## src/rtl/multichannel_peak_detector.sv

```systemverilog
// Multi-channel burst peak detector: captures per-channel peak amplitude and timestamp within
// one event frame and hands the frame to the localisation logic over a valid/ack handshake.
module multichannel_peak_detector #(
    parameter int unsigned NCH       = 4,
    parameter int unsigned DW        = 32,
    parameter int unsigned TW        = 32,
    parameter int unsigned QUIET_LEN = 50,
    parameter int unsigned WINDOW    = 1000
) (
    input  logic              clk,
    input  logic              rst,
    input  logic [NCH*DW-1:0] data,
    input  logic              data_valid,
    input  logic [DW-1:0]     high,
    input  logic [DW-1:0]     low,
    input  logic              ack,
    output logic              valid,
    output logic [NCH*TW-1:0] detect_time,
    output logic [NCH*DW-1:0] peak,
    output logic [NCH-1:0]    hit_mask,
    output logic              overrun
);

    localparam int unsigned QW = $clog2(QUIET_LEN + 1);
    localparam int unsigned WW = $clog2(WINDOW + 1);
    localparam logic [QW-1:0] QuietLast = QW'(QUIET_LEN);
    localparam logic [WW-1:0] WinFull   = WW'(WINDOW);

    typedef enum logic [1:0] {ChIdle, ChActive, ChDone} ch_state_e;
    typedef enum logic [1:0] {FrIdle, FrCapture, FrReport} fr_state_e;

    ch_state_e       ch_q    [NCH];
    ch_state_e       ch_d    [NCH];
    logic [DW-1:0]   pmax_q  [NCH];
    logic [DW-1:0]   pmax_d  [NCH];
    logic [TW-1:0]   tmax_q  [NCH];
    logic [TW-1:0]   tmax_d  [NCH];
    logic [QW-1:0]   quiet_q [NCH];
    logic [QW-1:0]   quiet_d [NCH];
    logic [NCH-1:0]  hit_q, hit_d;

    logic [NCH-1:0]  sig, idle_q, trig, active_d, done_d;
    fr_state_e       fr_q;
    logic [TW-1:0]   ts_q;
    logic [WW-1:0]   win_q, win_d;
    logic            armed, frame_release, ov_set, report_go;

    always_comb begin
        for (int k = 0; k < NCH; k++) begin
            sig[k]    = data_valid &&
                        (data[k*DW +: DW] > high || data[k*DW +: DW] < low);
            idle_q[k] = (ch_q[k] == ChIdle);
        end
    end

    // Arming uses the pre-increment window count, so a trigger on the expiring sample is kept.
    assign armed         = (fr_q == FrIdle) || (fr_q == FrCapture && win_q != WinFull);
    assign trig          = sig & idle_q & {NCH{armed}};
    assign frame_release = (fr_q == FrReport) && ack;
    assign win_d         = (win_q == WinFull) ? win_q : win_q + WW'(1);

    always_comb begin
        ov_set = 1'b0;
        if (fr_q == FrReport) begin
            ov_set = |sig;
        end else if (fr_q == FrCapture && !armed) begin
            ov_set = |(sig & idle_q);
        end
    end

    // Per-channel next state; the frame FSM looks at it so valid rises on the deciding sample.
    always_comb begin
        for (int k = 0; k < NCH; k++) begin
            ch_d[k]    = ch_q[k];
            pmax_d[k]  = pmax_q[k];
            tmax_d[k]  = tmax_q[k];
            quiet_d[k] = quiet_q[k];
            hit_d[k]   = hit_q[k];
            if (data_valid) begin
                unique case (ch_q[k])
                    ChIdle: begin
                        if (trig[k]) begin
                            ch_d[k]    = ChActive;
                            pmax_d[k]  = data[k*DW +: DW];
                            tmax_d[k]  = ts_q;
                            quiet_d[k] = '0;
                            hit_d[k]   = 1'b1;
                        end
                    end
                    ChActive: begin
                        if (sig[k]) begin
                            quiet_d[k] = '0;
                            if (data[k*DW +: DW] > pmax_q[k]) begin
                                pmax_d[k] = data[k*DW +: DW];
                                tmax_d[k] = ts_q;
                            end
                        end else begin
                            quiet_d[k] = quiet_q[k] + QW'(1);
                            if (quiet_d[k] == QuietLast) begin
                                ch_d[k] = ChDone;
                            end
                        end
                    end
                    ChDone: ;
                    default: ch_d[k] = ChIdle;
                endcase
            end
            active_d[k] = (ch_d[k] == ChActive);
            done_d[k]   = (ch_d[k] == ChDone);
        end
    end

    assign report_go = data_valid && (fr_q == FrCapture) && !(|active_d) &&
                       ((&done_d) || (win_d == WinFull));

    always_ff @(posedge clk) begin
        if (rst || frame_release) begin
            for (int k = 0; k < NCH; k++) begin
                ch_q[k]    <= ChIdle;
                pmax_q[k]  <= '0;
                tmax_q[k]  <= '0;
                quiet_q[k] <= '0;
            end
            hit_q <= '0;
        end else begin
            for (int k = 0; k < NCH; k++) begin
                ch_q[k]    <= ch_d[k];
                pmax_q[k]  <= pmax_d[k];
                tmax_q[k]  <= tmax_d[k];
                quiet_q[k] <= quiet_d[k];
            end
            hit_q <= hit_d;
        end
    end

    always_ff @(posedge clk) begin
        if (rst) begin
            ts_q    <= '0;
            overrun <= 1'b0;
        end else begin
            if (data_valid) begin
                ts_q <= ts_q + TW'(1);
            end
            if (ov_set) begin
                overrun <= 1'b1;
            end else if (frame_release) begin
                overrun <= 1'b0;
            end
        end
    end

    always_ff @(posedge clk) begin
        if (rst) begin
            fr_q        <= FrIdle;
            win_q       <= '0;
            valid       <= 1'b0;
            detect_time <= '0;
            peak        <= '0;
            hit_mask    <= '0;
        end else begin
            unique case (fr_q)
                FrIdle: begin
                    if (|trig) begin
                        fr_q  <= FrCapture;
                        win_q <= '0;
                    end
                end
                FrCapture: begin
                    if (data_valid) begin
                        win_q <= win_d;
                    end
                    if (report_go) begin
                        fr_q     <= FrReport;
                        valid    <= 1'b1;
                        hit_mask <= hit_d;
                        for (int k = 0; k < NCH; k++) begin
                            detect_time[k*TW +: TW] <= hit_d[k] ? tmax_d[k] : '0;
                            peak[k*DW +: DW]        <= hit_d[k] ? pmax_d[k] : '0;
                        end
                    end
                end
                FrReport: begin
                    if (ack) begin
                        fr_q  <= FrIdle;
                        valid <= 1'b0;
                    end
                end
                default: fr_q <= FrIdle;
            endcase
        end
    end

endmodule

```

## config.mk

```make
export PLATFORM = sky130hd
export DESIGN_NAME = multichannel_peak_detector
export DESIGN_NICKNAME = d
export VERILOG_FILES = /design/src/rtl/multichannel_peak_detector.sv
export SDC_FILE = /design/constraint.sdc
export NUM_CORES = 2
export LEC_CHECK = 0
export CORE_AREA = 10 10 292 294
export CTS_BUF_LIST = sky130_fd_sc_hd__clkbuf_8
export DETAILED_ROUTE_END_ITERATION = 10
export DIE_AREA = 0 0 302 304
export GPL_TIMING_DRIVEN = 1
export SETUP_SLACK_MARGIN = 0.5
export SYNTH_ARGS = -nofsm -noshare
export SYNTH_HDL_FRONTEND = slang
export SYNTH_SLANG_ARGS = --single-unit
```

## constraint.sdc

```tcl
create_clock -name clk -period 4.7 [get_ports clk]
set_clock_uncertainty 0.15 [all_clocks]
set_input_delay 0.47 -clock clk [delete_from_list [all_inputs] [get_ports clk]]
set_output_delay 0.47 -clock clk [all_outputs]
set_load 0.03 [all_outputs]
```

==> impl_metrics.toml <==
[global_routing]
antenna_found_initial = 13
overflow = 0
grt_pass1_wl_mm = 173
grt_pass1_vias = 27621
grt_max_degree = 76
grtUsageTotal_pct = 24.3

[clocking]
cts_htree_levels = 3
numCtsBuffers = 103
cts_hold_buf = 0
cts_buffer_depth = 3
cts_tree = "done"
clk_latency_ns = 0.75
clk_pin_slew_ns = 0.07
cts_num_sinks = 598
cts_root_buf = "clkbuf_8"

[synth]
yosys.area.top_type = "dfxtp_1"
synthMuxAreaShare_pct = 7.31
ys_warn_count = 0
avgSynthCellArea_um2 = 9.23
synth-simple-area-share_pct = 13.5
ys.flop_type = "dfxtp_1"
synth_fa_ha_area_share_pct = 15.6
synthTopCellsByArea = "dfxtp_1 (38%), ha_1 (16%), mux2i_1 (7.2%), nor2_1 (5.2%), a21oi_1 (3.4%)"
synth-edff-count = 0
yosysSeqAreaShare_pct = 38.2
syn_nets = 3987
synth_top_area_share_pct = 38.2
synth_top_family_by_area = "compound AO/OA/AOI/OAI gates"
synth_compound_area_share_pct = 19.1
syn_inst = 3400
netlist-cell-type-count = 76
synth_xor_area_share_pct = 0.838
synthArstFlopShare_pct = 0
synth_seq_cells = 598
synth_area_mm2 = 0.0314

[drt]
drc = 0
drt_iter0_drc = 1865
ant_nets = 0
vias_per_cell = 5.38
wl_per_cell_um = 22.0
dr_total_vias = 28492
firstDrtPassIters = 5
routed_wl_mm = 117

[worst_setup_path]
crit_path_end_kind = "flop"
r2r_setup_slack_ns = 0.77
cp.required_ns = 5.17
crit_path_max_fanout = 10
arrival_ns = 4.64
start_kind = "primary input"
crit_type = "in -> reg"

[placed_design]
port_buffers = 457
gp_congestion = 0.948
post-dp-hpwl_mm = 88.7
place_area_mm2 = 0.0398

[run_status]
status = "completed"

[run]
maxCapViolCount = 0

[floorplan]
die_area_mm2 = 0.0918
core.rowCount = 104
die_w_um = 302
initial_utilization_pct = 39.4
core_area_mm2 = 0.0796
ioPinCount = 458
fp.dieH_um = 304

[final_layout]
layout.nets = 4735
drive_gt1_share_pct = 16.6
fin_util_pct = 53.4
area_delta_synth_final_pct = 35.4
layout_commonest_cell = "dfxtp_1"
final_cell_mix = "dfxtp_1 (598), clkdlybuf4s50_1 (451), nor2_1 (429), ha_1 (389), buf_4 (332)"
design_area_mm2 = 0.0425

[timing]
worst_slew_pin_slew_ns = 0.931
slew_violations = 0
min_period_ns = 4.17
timing.fmax_ghz = 0.240
finalSetupViolCount = 0
hold-worst-slack_ns = 0.177
finalCritPeriodShare_pct = 88.8
finalHoldViolCount = 0
slew_headroom_pct = 38.0
grt_setup_unrepaired = "false"

[pwr]
vdd_drop_max_mv = 0.225
power.density_mw_per_mm2 = 296
p_leak_uw = 0.0177
total_power_uw = 12600

[min_path]
hold_class = "in -> reg"
-- state kept, by name, indices dropped and copies added (netlist names), 8 cells and up --
register and count:
detect_time 128, peak 128, pmax_q 128, tmax_q 128, ts_q 32, quiet_q 24, win_q 10, ch_q 8
-- worst paths after layout --
kind | from | endpoint | depth (start not counted)
worst max register to register | pmax_q[1][24]$_SDFF_PP0_ | peak[35]$_SDFFE_PP0P_ | 15
worst min register to register | hit_q[1]$_SDFF_PP0_ | hit_q[1]$_SDFF_PP0_ | 2
worst max-delay path | high[15] | peak[1]$_SDFFE_PP0P_ | 18
worst min-delay path | rst | peak[45]$_SDFFE_PP0P_ | 2
-- cells in the mapped netlist, types with 13 or more instances --
master     count
a211oi_1      29
o21a_1        14
o31ai_1       67
a31o_1        14
and2_1        13
dfxtp_1      598
ha_1         391
xor2_1        24
o2bb2ai_1     44
o211ai_1      79
a21o_1        55
nor2b_1       23
inv_1        244
nand2_1      120
or3_1         15
clkbuf_1     155
nor3_1        20
nor4_1        73
and3_1        27
mux2i_1      227
nor2_1       431
o2bb2ai_2     55
buf_1         22
a21oi_1      212
o21ai_0       87
nand4_1       66
a31o_2        51
nand3_1       63
o32ai_1       31
-- worst max-delay path: stages --
cell             delay, ns
clkdlybuf4s50_1       0.52
inv_1                 0.10
buf_4                 0.15
ha_1                  0.28
nand4_1               0.16
nor4_2                0.37
and2_2                0.26
a311oi_2              0.09
nor2_2                0.21
buf_4                 0.14
and2_1                0.14
a21o_1                0.14
nand4_1               0.13
o41a_2                0.54
or4_4                 0.45
buf_12                0.17
buf_6                 0.16
o2bb2ai_1             0.14
-- logic make-up (layout without fill, tap and decap cells) --
kind of cell,count (synthesis),in the layout
AOI/OAI and AO/OA,812,812
adders and majority gates,391,391
muxes,228,228
DFF,598,598
buffers and inverters,439,1268
and+or+nand+nor,902,902
xor gates and xnor gates,30,30
other,0,11
-- repair_timing --
action | in CTS | in global routing
gates cloned | 0 | 5
buffers inserted | 1 | 6
gates resized for setup | 4 | 52
hold endpoints to repair | 0 | 0
pin swaps | 2 | 18
setup endpoints to repair | 113 | 286
-- layer usage --
metal,up-vias,GRT usage [%],share of wire [%]
met5,-,0,0
met4,0,7.51,2.7
met3,172,5.07,6.8
met2,848,39.1,46
met1,13572,32.0,45
li1,13900,-,-
-- layout make-up --
cell class | instances | area [µm²]
clock buffer | 137 | 1890
sequential | 598 | 12000
antenna | 11 | 27.5
tap | 1060 | 1330
timing repair buffer | 837 | 8020
inverter | 245 | 922
clock inverter | 49 | 350
multi-input combinational | 2363 | 18000
fill | 7346 | 37100
-- through the flow --
stage	TNS, ns	setup slack (ns)	cells
2_1_floorplan	0	0.707	3400
3_3_place_gp	-73.85	-0.417	5091
3_5_place_dp	-72.29	-0.370	5091
4_1_cts	0	0.492	5278
5_1_grt	0	0.495	5298
6_report	0	0.525	5300
-- power by group --
part	switching [µW]	total (µW)	internal (µW)
Clock	2280	5030	2750
Combinational	1270	2310	1030
Sequential	63.7	5240	5180
Power figures use the tool's default switching activity.
